**config.mk**
```make
export PLATFORM = sky130hd
export DESIGN_NAME = alu_seq
export DESIGN_NICKNAME = d
export VERILOG_FILES = /design/src/rtl/alu_pkg.sv /design/src/rtl/alu_mul_seq.sv /design/src/rtl/alu_seq.sv
export SDC_FILE = /design/constraint.sdc
export NUM_CORES = 1
export LEC_CHECK = 0
export ABC_AREA = 1
export CORE_ASPECT_RATIO = 0.7
export CORE_MARGIN = 5
export CORE_UTILIZATION = 35
export CTS_CLUSTER_SIZE = 28
export DETAILED_ROUTE_END_ITERATION = 7
export PLACE_DENSITY = 0.61
export SYNTH_ARGS = -nofsm -noshare
export SYNTH_HDL_FRONTEND = slang
export SYNTH_HIERARCHICAL = 1
export SYNTH_SLANG_ARGS = --single-unit
```
**constraint.sdc**
```tcl
create_clock -name clk -period 4.2 [get_ports clk]
set_clock_uncertainty 0.1 [all_clocks]
set_input_delay 0.84 -clock clk [delete_from_list [all_inputs] [get_ports clk]]
set_output_delay 0.84 -clock clk [all_outputs]
set_load 0.05 [all_outputs]
```
**src/rtl/alu_pkg.sv**
```systemverilog
// alu_pkg: opcodes, FSM encoding and the signed-add overflow helper shared by alu_seq and its bench
package alu_pkg;
  localparam logic [2:0] OP_ADD = 3'd0;
  localparam logic [2:0] OP_SUB = 3'd1;
  localparam logic [2:0] OP_AND = 3'd2;
  localparam logic [2:0] OP_OR  = 3'd3;
  localparam logic [2:0] OP_XOR = 3'd4;
  localparam logic [2:0] OP_SLL = 3'd5;
  localparam logic [2:0] OP_SRA = 3'd6;
  localparam logic [2:0] OP_MUL = 3'd7;
  typedef enum logic {IDLE, MUL} state_t;
  function automatic logic ov_add(input logic a, input logic b, input logic s);
    return (a == b) && (s != a);
  endfunction
endpackage

```
**src/rtl/alu_mul_seq.sv**
```systemverilog
// alu_mul_seq: iterative signed shift-add multiplier on nIO+1-bit magnitudes, one step per cycle
module alu_mul_seq #(
  parameter int nIO = 8
) (
  input  logic             clk,
  input  logic             rst_n,
  input  logic             start,
  input  logic [nIO-1:0]   a,
  input  logic [nIO-1:0]   b,
  output logic             busy,
  output logic             done,
  output logic [2*nIO-1:0] p,
  output logic             ov
);
  localparam int CW = $clog2(nIO + 1);
  localparam int PW = 2 * nIO;
  logic          busy_q, busy_d, neg_q, neg_d;
  logic [CW-1:0] cnt_q, cnt_d;
  logic [PW-1:0] mcand_q, mcand_d, acc_q, acc_d;
  logic [nIO:0]  mplier_q, mplier_d, mag_a, mag_b;
  assign busy = busy_q;
  always_comb begin
    mag_a = a[nIO-1] ? -{a[nIO-1], a} : {a[nIO-1], a};
    mag_b = b[nIO-1] ? -{b[nIO-1], b} : {b[nIO-1], b};
    done = busy_q && cnt_q == CW'(nIO);
    busy_d = busy_q;
    neg_d = neg_q;
    cnt_d = cnt_q;
    acc_d = acc_q;
    mcand_d = mcand_q;
    mplier_d = mplier_q;
    if (start && !busy_q) begin
      busy_d = 1'b1;
      neg_d = a[nIO-1] ^ b[nIO-1];
      cnt_d = '0;
      acc_d = '0;
      mcand_d = PW'(mag_a);
      mplier_d = mag_b;
    end else if (done) begin
      busy_d = 1'b0;
    end else if (busy_q) begin
      acc_d = acc_q + (mplier_q[0] ? mcand_q : '0);
      mcand_d = mcand_q << 1;
      mplier_d = mplier_q >> 1;
      cnt_d = cnt_q + 1'b1;
    end
    p = neg_q ? -acc_q : acc_q;
    ov = (p[PW-1:nIO-1] != '0) && (p[PW-1:nIO-1] != '1);
  end
  always_ff @(posedge clk or negedge rst_n) begin
    if (!rst_n) begin
      busy_q <= 1'b0;
      neg_q <= 1'b0;
      cnt_q <= '0;
      acc_q <= '0;
      mcand_q <= '0;
      mplier_q <= '0;
    end else begin
      busy_q <= busy_d;
      neg_q <= neg_d;
      cnt_q <= cnt_d;
      acc_q <= acc_d;
      mcand_q <= mcand_d;
      mplier_q <= mplier_d;
    end
  end
endmodule

```
**src/rtl/alu_seq.sv**
```systemverilog
// alu_seq: handshaked registered ALU with multi-cycle multiply, optional saturation and sticky overflow
module alu_seq import alu_pkg::*; #(
  parameter int nIO    = 8,
  parameter bit SAT_EN = 1'b0
) (
  input  logic           clk,
  input  logic           rst_n,
  input  logic           in_valid,
  output logic           in_ready,
  input  logic [nIO-1:0] A,
  input  logic [nIO-1:0] B,
  input  logic [2:0]     OP,
  output logic           out_valid,
  input  logic           out_ready,
  output logic [nIO-1:0] Z,
  output logic           OV,
  output logic           ov_sticky,
  input  logic           clr_sticky
);
  state_t           state_q, state_d;
  logic             out_valid_q, out_valid_d, ov_q, ov_d, sticky_q, sticky_d;
  logic [nIO-1:0]   z_q, z_d;
  logic             accept, load, mul_start, mul_busy, mul_done, mul_ov, mul_pos;
  logic [2*nIO-1:0] mul_p, shl_w;
  logic [nIO-1:0]   sum, dif, sra_r, res, raw, sat;
  logic             big, r_ov, r_pos, n_ov;
  assign in_ready = rst_n && state_q == IDLE && !mul_busy && (!out_valid_q || out_ready);
  assign accept = in_valid && in_ready;
  assign mul_start = accept && OP == OP_MUL;
  assign out_valid = out_valid_q;
  assign Z = z_q;
  assign OV = ov_q;
  assign ov_sticky = sticky_q;
  alu_mul_seq #(.nIO(nIO)) u_mul (
    .clk(clk),
    .rst_n(rst_n),
    .start(mul_start),
    .a(A),
    .b(B),
    .busy(mul_busy),
    .done(mul_done),
    .p(mul_p),
    .ov(mul_ov)
  );
  always_comb begin
    sum = A + B;
    dif = A - B;
    big = B >= nIO'(nIO);
    shl_w = {{nIO{1'b0}}, A} << B;
    sra_r = $signed(A) >>> B;
    res = '0;
    r_ov = 1'b0;
    r_pos = 1'b0;
    case (OP)
      OP_ADD: begin
        res = sum;
        r_ov = ov_add(A[nIO-1], B[nIO-1], sum[nIO-1]);
        r_pos = sum[nIO-1];
      end
      OP_SUB: begin
        res = dif;
        r_ov = ov_add(A[nIO-1], ~B[nIO-1], dif[nIO-1]);
        r_pos = dif[nIO-1];
      end
      OP_AND: res = A & B;
      OP_OR:  res = A | B;
      OP_XOR: res = A ^ B;
      OP_SLL: begin
        res = big ? '0 : shl_w[nIO-1:0];
        r_ov = A != '0 && (big || shl_w[2*nIO-1:nIO] != '0 || shl_w[nIO-1] != A[nIO-1]);
        r_pos = !A[nIO-1];
      end
      OP_SRA: res = sra_r;
      default: ;
    endcase
    mul_pos = !mul_p[2*nIO-1] && mul_p != '0;
    raw = mul_done ? mul_p[nIO-1:0] : res;
    n_ov = mul_done ? mul_ov : r_ov;
    sat = (mul_done ? mul_pos : r_pos) ? {1'b0, {(nIO-1){1'b1}}} : {1'b1, {(nIO-1){1'b0}}};
    load = mul_done || (accept && OP != OP_MUL);
    out_valid_d = load || (out_valid_q && !out_ready);
    z_d = load ? ((SAT_EN && n_ov) ? sat : raw) : z_q;
    ov_d = load ? n_ov : ov_q;
    sticky_d = (load && n_ov) || (sticky_q && !clr_sticky);
    state_d = mul_start ? MUL : mul_done ? IDLE : state_q;
  end
  always_ff @(posedge clk or negedge rst_n) begin
    if (!rst_n) begin
      state_q <= IDLE;
      out_valid_q <= 1'b0;
      z_q <= '0;
      ov_q <= 1'b0;
      sticky_q <= 1'b0;
    end else begin
      state_q <= state_d;
      out_valid_q <= out_valid_d;
      z_q <= z_d;
      ov_q <= ov_d;
      sticky_q <= sticky_d;
    end
  end
endmodule

```
== Word-level counts from Yosys, hierarchy flattened ==
Index checks and enable logic that the tools add are counted.

* Input bits: 24
* Output and inout port bits: 12
* Logic and storage cells: 100
* Register bits: 59

* Magnitude comparators: 1
* Shifts and indexed selects: 2
* Add/sub/neg operators: 7
* Equality and inequality tests: 16
* Reduce and logical (&&, ||, !) cells: 33
* Mux-type cells: 24
* Bitwise gates (word level): 6

{| class="wikitable"
|+ Operators with widths
! cell !! count
|-
| $mux W16 || 8
|-
| $pmux W8 S7 || 1
|-
| $mux W9 || 5
|-
| $neg A9 Y9 || 2
|-
| $add A16 B16 Y16 || 1
|-
| $mux W8 || 2
|-
| $neg A16 Y16 || 1
|-
| $reduce_bool A8 Y1 || 2
|-
| $shl A8 B8 Y16 || 1
|-
| $logic_and A1 B1 Y1 || 15
|-
| $eq A3 B3 Y1 const B || 4
|-
| $mux W4 || 3
|-
| $ne A9 B9 Y1 const B || 1
|-
| $reduce_bool A9 Y1 || 1
|-
| $add A8 B8 Y8 || 1
|-
| $and A8 B8 Y8 || 1
|-
| $ge A8 B4 Y1 const B || 1
|-
| $or A8 B8 Y8 || 1
|-
| $sshr A8 B8 Y8 || 1
|-
| $sub A8 B8 Y8 || 1
|-
| $xor A8 B8 Y8 || 1
|-
| $eq A3 B2 Y1 const B || 2
|-
| $logic_or A1 B1 Y1 || 6
|-
| $reduce_bool A2 Y1 || 3
|-
| 14 further kinds || 24
|}

== Logic depth before layout (Yosys ltp) ==
* Depth after elaboration: 9
* Mapped depth: 17
* Gate-level depth less buffers: 16

== Cells and area by module ==
The synthesis kept the hierarchy.

{| class="wikitable"
|+ By module, submodules not included
! module !! area an instance (um^2) !! sequential area each (um^2) !! times used !! cells each
|-
| alu_mul_seq || 3,749.8 || 1,176.1 || 1 || 533
|-
| alu_seq || 2,436.1 || 300.3 || 1 || 413
|}

== Least setup slack after synthesis ==
Ideal clock, no wire load.

* Path type: in2reg
* From: in rst_n
* To: reg u_mul.mplier_q[0]
* Arrival time: 3.020 ns
* Slack: 0.951 ns
* Cell stages on the path: 11
* Required time: 3.971 ns
* Path through: nand2_1 > nor3_1 > nand3_1 > inv_1 > nand2_2 > inv_2 > nor2_4 > inv_2 > buf_6 > buf_6 > a31oi_2

* Longest elaborated chain between the ends: 8
* Elaborated cells between the ends (all ways): 10

{| class="wikitable"
|+ RTL lines
! item !! line !! text
|-
| start: declaration || alu_seq.sv:7 || <nowiki>input logic rst_n,</nowiki>
|-
| $logic_and A1 B1 Y1 (*) (3 in series) || alu_seq.sv:27 || <nowiki>assign in_ready = rst_n && state_q == IDLE && !mul_busy && (!out_valid_q || out_ready);</nowiki>
|-
| net in_ready || alu_seq.sv:9 || <nowiki>output logic in_ready,</nowiki>
|-
| $logic_and A1 B1 Y1 (*) || alu_seq.sv:28 || <nowiki>assign accept = in_valid && in_ready;</nowiki>
|-
| $logic_and A1 B1 Y1 (*) || alu_seq.sv:29 || <nowiki>assign mul_start = accept && OP == OP_MUL;</nowiki>
|-
| net mul_start || alu_seq.sv:23 || <nowiki>logic accept, load, mul_start, mul_busy, mul_done, mul_ov, mul_pos;</nowiki>
|-
| $logic_and A1 B1 Y1 (*) || alu_mul_seq.sv:32 || <nowiki>if (start && !busy_q) begin</nowiki>
|-
| $ne A2 B1 Y1 (no source line) or $reduce_bool A2 Y1 (tied branches) || -- ||
|-
| $reduce_and A2 Y1 (no source line) || -- ||
|-
| end signal: assignment || alu_mul_seq.sv:64 || <nowiki>mplier_q <= mplier_d;</nowiki>
|-
| end: declaration || alu_mul_seq.sv:20 || <nowiki>logic [nIO:0] mplier_q, mplier_d, mag_a, mag_b;</nowiki>
|}

Mark *: on every way through the listed nets, which the timed path passes. The rest lies on a longest branch.
A chain may end at the register's enable or synchronous reset.

== Worst setup path in the final report ==
* From: in out_ready
* To: out in_ready

* Longest elaborated chain between the ends: 2

{| class="wikitable"
|+ RTL lines
! item !! line !! text
|-
| start: declaration || alu_seq.sv:14 || <nowiki>input logic out_ready,</nowiki>
|-
| $logic_or A1 B1 Y1 || alu_seq.sv:27 ||
|-
| $logic_and A1 B1 Y1 || alu_seq.sv:27 ||
|-
| end: declaration || alu_seq.sv:9 ||
|}

Every way passes these cells.

==> impl_metrics.yaml <==
status:
  outcome: "complete, no violations"
worst_setup_path:
  end_kind: "primary output"
  cpMostUsedCell: "clkdlybuf4s50_1"
  crit_buf_inv: 2
  max_stage_delay_ps: 870
  critPathTopFamily: "buffers and inverters"
  required_ps: 3260
  crit_type: "in -> out"
  worstPathMaxFanout: 3
  critical_path_arrival_ps: 2500
  worstPathCellList: "clkdlybuf4s50_1, nor2_1, nor3_1, clkdlybuf4s50_1"
  worstReg2RegEnd: "u_mul/acc_q[14]"
  crit_path_start: "out_ready"
  cp-start-kind: "primary input"
  r2r.worst_path.cells: 13
  r2r_slack_ps: 1520
  timing.rr.start: "u_mul/mplier_q[0]"
  critPathSlowestCell: "clkdlybuf4s50_1"
global_route:
  track_usage_pct: 18.4
  antenna_found_initial: 0
  grt_pass1_wl_um: 30500
  grt_start_max_net_pins: 60
  grt-busiest-layer: "met1"
  met2_usage_pct: 24.3
  use_met1_pct: 29.9
  grtUsageMet3_pct: 4.07
  grt_pass1_vias: 5759
  overflow: 0
min_path:
  min_path_type: "reg -> reg"
  whs_endpoint: "Z[5]"
  hp-start: "Z[5]"
  whs_path_depth: 2
sta:
  fmax_mhz: 290
  setup_viol: 0
  period_minus_slack_ps: 3440
  final-max-slew-violation-count: 0
  worst_pin_slew_ps: 771
  rsz0062_at_grt: "no"
  setup_ws_ps: 756
  fin_crit_sh_pct: 82.0
  setup_tns_ps: 0
  holdWs_ps: 382
  hold_viol_final: 0
  slew_headroom_pct: 48.6
cts:
  post-cts-setup-buffers: 0
  ctsHoldBuffers: 0
  cts_buffers: 9
  ctsRootBufferMaster: "clkbuf_16"
  clkTransAtPathRegs_ps: 60
  insertion_delay_ps: 330
  ctsResizeCount: 0
  cts_max_level: 3
  cts_sinks: 59
  clockBufferDepth: 2
  cts_tree: "built"
logic_synthesis:
  syn_nets: 1016
  synth_warnings: 6
  ys.flop_type: "dfrtp_1"
  synth-edff-count: 0
  syn_avg_cell_area_um2: 6.54
  ys_async_sr_fraction_pct: 100
  synth-seq-area-share_pct: 23.9
  synth_compound_area_share_pct: 18.8
  synth_top_area_share_pct: 23.9
  synthSimpleGateAreaFrac_pct: 33.6
  synth_top_family_by_area: "simple AND/OR/NAND/NOR gates"
  synthCells: 946
  synth_common_cells: "nand2_1 (278), inv_1 (107), nor2_1 (87), nand3_1 (62), dfrtp_1 (59)"
  synth_area_um2: 6190
  postSynthRegisterBits: 59
  yosys.cell_types.count: 52
  yosys.area_share.adder_pct: 9.67
  synth-xor-area-share_pct: 2.69
  synth_area_leader_cell: "dfrtp_1"
  synth_mux_area_share_pct: 0
  yosysMostFrequentCell: "nand2_1"
  synthTopCellsByArea: "dfrtp_1 (24%), nand2_1 (17%), ha_1 (8.7%)"
drt:
  drt_wl_total_um: 18300
  final_antenna_net_count: 0
  drc: 0
  routedWlPerCell_um: 15.1
  vias_per_cell: 5.10
  drtIter0Drc: 667
  vias: 6209
  dr.pass1.iters: 5
pwr:
  seqPwrFrac_pct: 35.7
  power_frac_clock_pct: 45.2
  p_per_area_nw_per_um2: 227
  combinationalPowerShare_pct: 19.1
  power_switching_w: 0.000466
  leakage_nw: 3.64
  ir_worst_vdd_mv: 0.154
  p_int_w: 0.00114
  switching_share_pct: 29.1
place:
  dp_cells: 1201
  dp_slack_ps: 701
  placed_area_um2: 6770
  numPortBuffers: 35
  dp_hpwl_um: 14500
  gp_congestion: 0.944
layout:
  fin_area_um2: 7070
  final_net_count: 1051
  diodes: 0
  drive_above_1_share_pct: 11.0
  fin_cells: 1217
  syn_to_final_growth_pct: 14.3
flow_run:
  cap_violations: 0
die:
  core_region_area_um2: 17300
  die_area_um2: 20500
  ios: 36
  die_h_um: 121
  die_x_um: 169
  start_util_pct: 35.8
  fp-row-count: 40
cell families (layout without fill, tap and decap cells):
| kind of cell | after synthesis | after routing |
|---|---|---|
| xor+xnor | 19 | 19 |
| simple gates | 479 | 479 |
| buf+inv | 166 | 206 |
| compound gates | 177 | 177 |
| fa+ha+maj | 46 | 46 |
| flops | 59 | 59 |
state kept, by name, summed over array words and instances (netlist names), 4 cells and up:
name            flops
u_mul/acc_q        16
u_mul/mcand_q      16
u_mul/mplier_q      9
Z                   8
u_mul/cnt_q         4
area by class of cell:
cell class / instances / area [um^2]
Clock buffer: 11 / 233
Clock inverter: 5 / 63.8
Fill cell: 1831 / 10200
Inverter: 138 / 522
Multi-Input combinational cell: 721 / 4000
Sequential cell: 59 / 1480
Tap cell: 231 / 289
Timing Repair Buffer: 52 / 485
how the worst max path moves through the flow:
| stage | end | slack, ps | depth (start not counted) |
|---|---|---|---|
| 2_1_floorplan | u_mul/mplier_q[0] | 950 | 11 |
| 3_3_place_gp | u_mul/mcand_q[1] | 690 | 11 |
| 3_5_place_dp | u_mul/mcand_q[1] | 700 | 11 |
| 4_1_cts | in_ready | 770 | 4 |
| 5_1_grt | in_ready | 750 | 4 |
| 6_report | in_ready | 760 | 4 |
layout by cell type, fill, tap and decap left out, drive strengths merged, types with 5 or more instances in the layout:
master | netlist | layout
a211oi | 5 | 5
a21oi | 45 | 45
a22o | 5 | 5
a31oi | 9 | 9
buf | 24 | 18
clkbuf | 4 | 11
clkdlybuf4s50 | 0 | 34
clkinv | 4 | 7
dfrtp | 59 | 59
ha | 43 | 43
inv | 134 | 134
nand2 | 286 | 286
nand3 | 67 | 67
nand4 | 14 | 14
nor2 | 96 | 96
nor3 | 7 | 7
nor4 | 5 | 5
o21ai | 70 | 70
o221ai | 5 | 5
o22ai | 20 | 20
xnor2 | 6 | 6
xor2 | 13 | 13
metal layers:
layer  vias up  part of all wire (%)
met5         -                     0
met4         0                  0.93
met3        16                    10
met2       234                    38
met1      2790                    51
li1       3169                     -
per-stage QoR:
step / total power, W / utilization [%]
2_1_floorplan: 0.000765 / -
3_3_place_gp: 0.000885 / 39.2
3_5_place_dp: 0.000882 / 39.2
4_1_cts: 0.00161 / 40.9
5_1_grt: 0.00168 / 40.9
6_report: 0.00160 / 40.9
worst reg2reg max path, stage by stage, from the launching register on:
cell	delay (ps)
dfrtp_1	740
nand2_1	110
inv_1	90
ha_1	170
inv_1	60
fa_1	400
inv_1	70
nand3_1	60
nand2_1	140
inv_2	60
o21ai_2	170
nand3_1	160
a21oi_1	160
o21ai_1	90
power by group through the flow:
stage	logic [W]	clock network (W)	registers, W
finish	0.000306	0.000724	0.000573
global route	0.000338	0.000772	0.000573
CTS	0.000301	0.000739	0.000573
global placement	0.000302	0	0.000583
detailed placement	0.000299	0	0.000583
floorplan	0.000172	0	0.000593
Note: power is estimated with default switching activity, not from simulation.
